===== src/rtl/div_pkg.sv =====
// Shared definitions for the sequential signed divider.
//   W_DEFAULT   : default operand width (dividend is twice this width)
//   div_state_e : controller states
//   step_cnt_w  : width of the restoring-step counter for a given operand width
package div_pkg;

    localparam int unsigned W_DEFAULT = 8;

    typedef enum logic [1:0] {
        ST_IDLE = 2'd0,
        ST_DIV  = 2'd1,
        ST_FIX  = 2'd2,
        ST_DONE = 2'd3
    } div_state_e;

    // Counter has to index 2W restoring steps.
    function automatic int unsigned step_cnt_w(input int unsigned w);
        return $clog2(w + w);
    endfunction

endpackage


===== src/rtl/div_step.sv =====
// One unsigned restoring-division step (purely combinational).
//   rem_i / rem_o : partial remainder, W+1 bits, before / after the step
//   dq_i  / dq_o  : dividend bits shifting out of the top, quotient bits
//                   shifting in at the bottom
//   dvs_i         : divisor magnitude
module div_step
    import div_pkg::*;
#(
    parameter int unsigned W = W_DEFAULT
) (
    input  logic [W:0]     rem_i,
    input  logic [W+W-1:0] dq_i,
    input  logic [W-1:0]   dvs_i,
    output logic [W:0]     rem_o,
    output logic [W+W-1:0] dq_o
);

    localparam int unsigned DW = W + W;

    logic [W:0] shifted_c;
    logic [W:0] diff_c;
    logic       ge_c;

    // A set rem_i[W] means the shifted value exceeds W+1 bits and therefore
    // any divisor; the modular subtraction still yields the right remainder.
    always_comb begin
        shifted_c = {rem_i[W-1:0], dq_i[DW-1]};
        ge_c      = rem_i[W] | (shifted_c >= {1'b0, dvs_i});
        diff_c    = shifted_c - {1'b0, dvs_i};
        rem_o     = ge_c ? diff_c : shifted_c;
        dq_o      = {dq_i[DW-2:0], ge_c};
    end

endmodule


===== src/rtl/seq_divider.sv =====
// Sequential signed divider: 2W-bit dividend by W-bit divisor, one quotient
// bit per clock, quotient truncated toward zero, remainder takes the sign of
// the dividend.
//   clk, reset          : clock, asynchronous active-high reset
//   start               : begin a division (accepted in IDLE or DONE only)
//   dividend, divisor   : signed operands
//   quotient, remainder : signed results, valid while done is high
//   done                : result valid, held until the next accepted start
//   ovf                 : quotient does not fit in W signed bits
//   dbz                 : divisor was zero
module seq_divider
    import div_pkg::*;
#(
    parameter int unsigned W = W_DEFAULT
) (
    input  logic           clk,
    input  logic           reset,
    input  logic           start,
    input  logic [W+W-1:0] dividend,
    input  logic [W-1:0]   divisor,
    output logic [W-1:0]   quotient,
    output logic [W-1:0]   remainder,
    output logic           done,
    output logic           ovf,
    output logic           dbz
);

    localparam int unsigned   DW        = W + W;
    localparam int unsigned   CW        = step_cnt_w(W);
    localparam logic [CW-1:0] LAST_STEP = CW'(DW - 1);
    // Largest quotient magnitudes representable for a positive / negative result.
    localparam logic [DW-1:0] Q_LIM_POS = DW'((64'd1 << (W - 1)) - 64'd1);
    localparam logic [DW-1:0] Q_LIM_NEG = Q_LIM_POS + DW'(1);

    div_state_e      state_q;
    logic [CW-1:0]   cnt_q;
    logic [W:0]      rem_q;
    logic [DW-1:0]   dq_q;
    logic [W-1:0]    dvs_q;
    logic            qneg_q;
    logic            rneg_q;

    logic [W:0]      rem_d;
    logic [DW-1:0]   dq_d;

    logic [DW-1:0]   dvd_mag_c;
    logic [W-1:0]    dvs_mag_c;
    logic [W-1:0]    fix_quo_d;
    logic [W-1:0]    fix_rem_d;
    logic            fix_ovf_d;

    div_step #(.W(W)) u_step (
        .rem_i (rem_q),
        .dq_i  (dq_q),
        .dvs_i (dvs_q),
        .rem_o (rem_d),
        .dq_o  (dq_d)
    );

    // Operand magnitudes; the most negative values map onto their unsigned
    // magnitude (e.g. -128 -> 8'h80), which the datapath handles directly.
    always_comb begin
        dvd_mag_c = dividend[DW-1] ? -dividend : dividend;
        dvs_mag_c = divisor[W-1]   ? -divisor  : divisor;
    end

    // Sign fix-up and range check of the unsigned results.
    always_comb begin
        fix_ovf_d = qneg_q ? (dq_q > Q_LIM_NEG) : (dq_q > Q_LIM_POS);
        fix_quo_d = qneg_q ? -dq_q[W-1:0]  : dq_q[W-1:0];
        fix_rem_d = rneg_q ? -rem_q[W-1:0] : rem_q[W-1:0];
    end

    // Controller and result registers.
    always_ff @(posedge clk or posedge reset) begin
        if (reset) begin
            state_q   <= ST_IDLE;
            cnt_q     <= '0;
            rem_q     <= '0;
            dq_q      <= '0;
            dvs_q     <= '0;
            qneg_q    <= 1'b0;
            rneg_q    <= 1'b0;
            quotient  <= '0;
            remainder <= '0;
            done      <= 1'b0;
            ovf       <= 1'b0;
            dbz       <= 1'b0;
        end else begin
            case (state_q)
                ST_IDLE, ST_DONE: begin
                    if (start) begin
                        done   <= 1'b0;
                        ovf    <= 1'b0;
                        dbz    <= 1'b0;
                        cnt_q  <= '0;
                        rem_q  <= '0;
                        dq_q   <= dvd_mag_c;
                        dvs_q  <= dvs_mag_c;
                        qneg_q <= dividend[DW-1] ^ divisor[W-1];
                        rneg_q <= dividend[DW-1];
                        if (divisor == '0) begin
                            // Divide by zero skips the iteration entirely.
                            state_q   <= ST_DONE;
                            quotient  <= '0;
                            remainder <= '0;
                            done      <= 1'b1;
                            dbz       <= 1'b1;
                        end else begin
                            state_q <= ST_DIV;
                        end
                    end
                end
                ST_DIV: begin
                    rem_q <= rem_d;
                    dq_q  <= dq_d;
                    cnt_q <= cnt_q + CW'(1);
                    if (cnt_q == LAST_STEP) begin
                        state_q <= ST_FIX;
                    end
                end
                ST_FIX: begin
                    state_q <= ST_DONE;
                    done    <= 1'b1;
                    ovf     <= fix_ovf_d;
                    if (fix_ovf_d) begin
                        quotient  <= '0;
                        remainder <= '0;
                    end else begin
                        quotient  <= fix_quo_d;
                        remainder <= fix_rem_d;
                    end
                end
                default: begin
                    state_q <= ST_IDLE;
                end
            endcase
        end
    end

endmodule


===== config.mk =====
export PLATFORM = sky130hd
export DESIGN_NAME = seq_divider
export DESIGN_NICKNAME = d
export VERILOG_FILES = /design/src/rtl/div_pkg.sv /design/src/rtl/div_step.sv /design/src/rtl/seq_divider.sv
export SDC_FILE = /design/constraint.sdc
export NUM_CORES = 1
export LEC_CHECK = 0
export CAP_MARGIN = 20
export CELL_PAD_IN_SITES_DETAIL_PLACEMENT = 0
export CELL_PAD_IN_SITES_GLOBAL_PLACEMENT = 2
export CORE_MARGIN = 1.5
export CORE_UTILIZATION = 30
export DETAILED_ROUTE_END_ITERATION = 7
export GPL_ROUTABILITY_DRIVEN = 0
export HOLD_SLACK_MARGIN = 0.08
export PLACE_DENSITY = 0.82
export SETUP_SLACK_MARGIN = 0.3
export SYNTH_ARGS = -nofsm -noshare
export SYNTH_HDL_FRONTEND = slang
export SYNTH_SLANG_ARGS = --single-unit

===== constraint.sdc =====
create_clock -name clk -period 2.59 [get_ports clk]
set_clock_uncertainty 0.05 [all_clocks]
set_input_delay 0.259 -clock clk [delete_from_list [all_inputs] [get_ports clk]]
set_output_delay 0.259 -clock clk [all_outputs]
set_load 0.01 [all_outputs]

==> summary.md <==
| Metric | Value |
|---|---|
| Root buffer cell | clkbuf_16 |
| CTS H-tree lvls | 3 |
| Mapped Area | 3750 um2 |
| Rows | 40 |
| Clk_lat worst skew | 0.32 ns |
| 1st-iter DRT viols | 184 |
| Critical path class | flop to flop |
| Cell count after placement | 630 |
| Die extent in x | 115 um |
| Crit path max fanout | 3 |
| Number of clock sinks | 60 |
| RR Startpoint | dq_q[15] |
| Largest net degree at the start of global routing | 41 |
| Sw Pwr | 2550 uW |
| Post-synth EDFFs | 0 |
| CP Launch Type | flop |
| Worst Path Required | 2.78 ns |
| Distinct cells, synth | 58 |
| Critical path endpoint category | flop |
| Final global-route overflow total | 0 |
| Starting density of the core | 0.310 |
| Total die area | 13200 um2 |
| Fraction of registers with async set/reset | 1.00 |
| GRT Overall Usage | 0.142 |
| Lkg Pwr | 0.00212 uW |
| Top_reg_cell synth | dfrtp_1 |
| Drt first pass iters | 4 |
| Syn_area_per_cell | 9.09 um2 |
| Sequential-to-total area share from yosys stat | 0.400 |
| Inserted Clock Buffers | 9 |
| Hold Buf Count CTS | 0 |
| Comb power frac | 0.547 |
| Die height | 115 um |
| Switch share | 0.406 |
| Synth Register Bits | 60 |
| Syn Inst Count | 413 |
| Fin cells | 649 |
| Register-to-register setup slack | 0.29 ns |
| Pwr/cell area | 1280 nW/um2 |
| Vias in the first global route | 3093 |
| Hpwl dp | 6550 um |
| Min-Delay Path Class | input port to asynchronous set/reset pin |
| Post-detailed-route count of antenna-violating nets | 0 |
| P_int | 3730 uW |
| Tmin final | 2.30 ns |
| Max_cap viols | 0 |
| Routed via count | 3162 |
| Final slew viol count | 0 |
| Net count after synthesis | 457 |
| Routed WL | 8730 um |
| Tightest Pin Transition | 0.723 ns |
| Core region area | 12100 um2 |
| # IOs | 46 |
| Nets | 520 |
| FF-to-FF End | rem_q[6] |
| Setup violators final | 0 |
| Final Hold Vio Count | 0 |
| Clock Path Buffers | 2 |
| Unrepaired setup endpoints after global routing | yes |
| Layout Utilization | 0.406 |
| Status | completed |
| Most common cell after layout, fill and taps aside | nand2_1 |
| Total power | 6280 uW |
| Fin crit share | 0.887 |
| Layout cells sized above 1 | 0.152 |
| Max Fclk | 435 MHz |
| CP Data Arrival Time | 2.49 ns |
| Routed WL per cell | 13.5 um |
| First-pass GRT wire length | 15000 um |
| Critical path endpoint | rem_q[6] |
| Clock network power share | 0.192 |
| Most frequent cells in the layout | nand2_1 (61), dfrtp_1 (60), clkdlybuf4s50_1 (45) |
| Final TNS setup | 0 ns |
| Worst-path clk slew | 0.05 ns |
| Synth warnings | 0 |
| Max_slew headroom | 0.516 |
| Residual DRC | 0 |
| Initial antenna violation count | 0 |
| CTS tree | yes |
| CP startpoint | dq_q[15] |
| Port Buf Inserts | 45 |
| R2R depth | 9 |
| Vias per std cell | 4.87 |
| Layout area overhead | 31.0% |
| Sequential share of power | 0.261 |
| N_diodes | 0 |
| Maximum vdd ir drop | 574 uV |
| Hold WS | 0.228 ns |
layout make-up:
cell class	instances	area [um2]
fillers	1227	7200
multi-input cells	306	2130
flip-flops and latches	60	1500
repair buffers	73	673
clock buffers	12	256
well taps	168	210
inverters	26	97.6
clock inverters	4	47.5
kinds of logic (layout without fill, tap and decap cells):
family | after synthesis | in the layout | share of synthesized area
AND/OR/NAND/NOR | 119 | 119 | 0.156
AO/OA/AOI/OAI | 117 | 117 | 0.200
flip-flops | 60 | 60 | 0.400
buffers and inverters | 47 | 115 | 0.0550
XOR/XNOR | 35 | 35 | 0.0817
multiplexers | 18 | 18 | 0.0490
adder cells (fa/ha/maj) | 17 | 17 | 0.0587
Yosys cell counts, drive strengths merged, types with 2 or more instances:
| cell | number | share of area |
|---|---|---|
| nor2 | 16 | 0.016 |
| mux2i | 15 | 0.040 |
| a32o | 2 | 0.0053 |
| o211ai | 2 | 0.0040 |
| or3 | 3 | 0.0050 |
| o31ai | 14 | 0.032 |
| clkbuf | 18 | 0.024 |
| or4 | 5 | 0.013 |
| nor3 | 6 | 0.0080 |
| a211o | 2 | 0.0047 |
| dfrtp | 60 | 0.40 |
| nand2 | 61 | 0.061 |
| buf | 3 | 0.0047 |
| nand3 | 4 | 0.0053 |
| nor4 | 3 | 0.0050 |
| a211oi | 3 | 0.0060 |
| nand4 | 2 | 0.0033 |
| nor2b | 4 | 0.0067 |
| o21ai | 53 | 0.072 |
| nand3b | 3 | 0.0060 |
| xor2 | 21 | 0.049 |
| xnor2 | 14 | 0.033 |
| a21oi | 15 | 0.020 |
| a221o | 2 | 0.0053 |
| o22ai | 3 | 0.0050 |
| inv | 26 | 0.026 |
| a22o | 2 | 0.0047 |
| nand2b | 3 | 0.0050 |
| or3b | 2 | 0.0053 |
| or2 | 2 | 0.0040 |
| a32oi | 2 | 0.0047 |
| mux2 | 3 | 0.0090 |
| o41ai | 4 | 0.0093 |
| ha | 16 | 0.053 |
| and3 | 2 | 0.0037 |
| o21a | 2 | 0.0040 |
| a21o | 4 | 0.0080 |
critical path, cell delays in order (launching register included):
cell and delay (ns):
dfrtp_1 0.39, inv_2 0.08, ha_2 0.17, inv_1 0.06
fa_2 0.35, a211o_4 0.38, a2111oi_4 0.31, a41oi_2 0.08
a31o_2 0.22, o21ai_0 0.14
worst min-delay path by stage:
stage	to	startpoint
3_3_place_gp	remainder[4]	remainder[4]
5_1_grt	quotient[0]	reset
6_report	quotient[6]	reset
3_5_place_dp	quotient[1]	quotient[1]
2_1_floorplan	dvs_q[0]	divisor[0]
4_1_cts	quotient[6]	reset
registers in the layout, summed over array words and instances (netlist names):
signal and count:
dq_q 16, qneg_q 1, dvs_q 8, cnt_q 4, rem_q 9, state_q 2, dbz 1, quotient 8
rneg_q 1, ovf 1, done 1, remainder 8
power by group through the flow:
stage | Sequential (uW) | Clock (uW) | Combinational [uW]
5_1_grt | 1700 | 1280 | 3850
3_3_place_gp | 1630 | 0 | 3110
2_1_floorplan | 1630 | 0 | 2130
6_report | 1640 | 1210 | 3430
3_5_place_dp | 1650 | 0 | 3160
4_1_cts | 1640 | 1230 | 3210
metrics by stage:
step | instance area (um2) | setup WS (ns)
3_5_place_dp | 4500 | 0.0510
2_1_floorplan | 3750 | 0.346
4_1_cts | 4830 | 0.281
6_report | 4910 | 0.293
5_1_grt | 4910 | 0.196
3_3_place_gp | 4500 | 0.0797
repair_timing:
| action | 4_1_cts | 5_1_grt |
|---|---|---|
| buffers inserted | 0 | 3 |
| pin swaps | 0 | 4 |
| gates cloned | 0 | 0 |
| endpoints found under the setup margin | 21 | 22 |
| endpoints found under the hold margin | 0 | 0 |
| resized for setup | 6 | 12 |
layer usage:
metal	GRT usage	part of all wire	vias up
met3	0.0322	0.034	9
met4	0.0403	0.011	0
met5	0	0	-
met2	0.217	0.44	57
met1	0.201	0.52	1501
li1	-	-	1595
No activity file was read; power rests on OpenSTA's default activity.
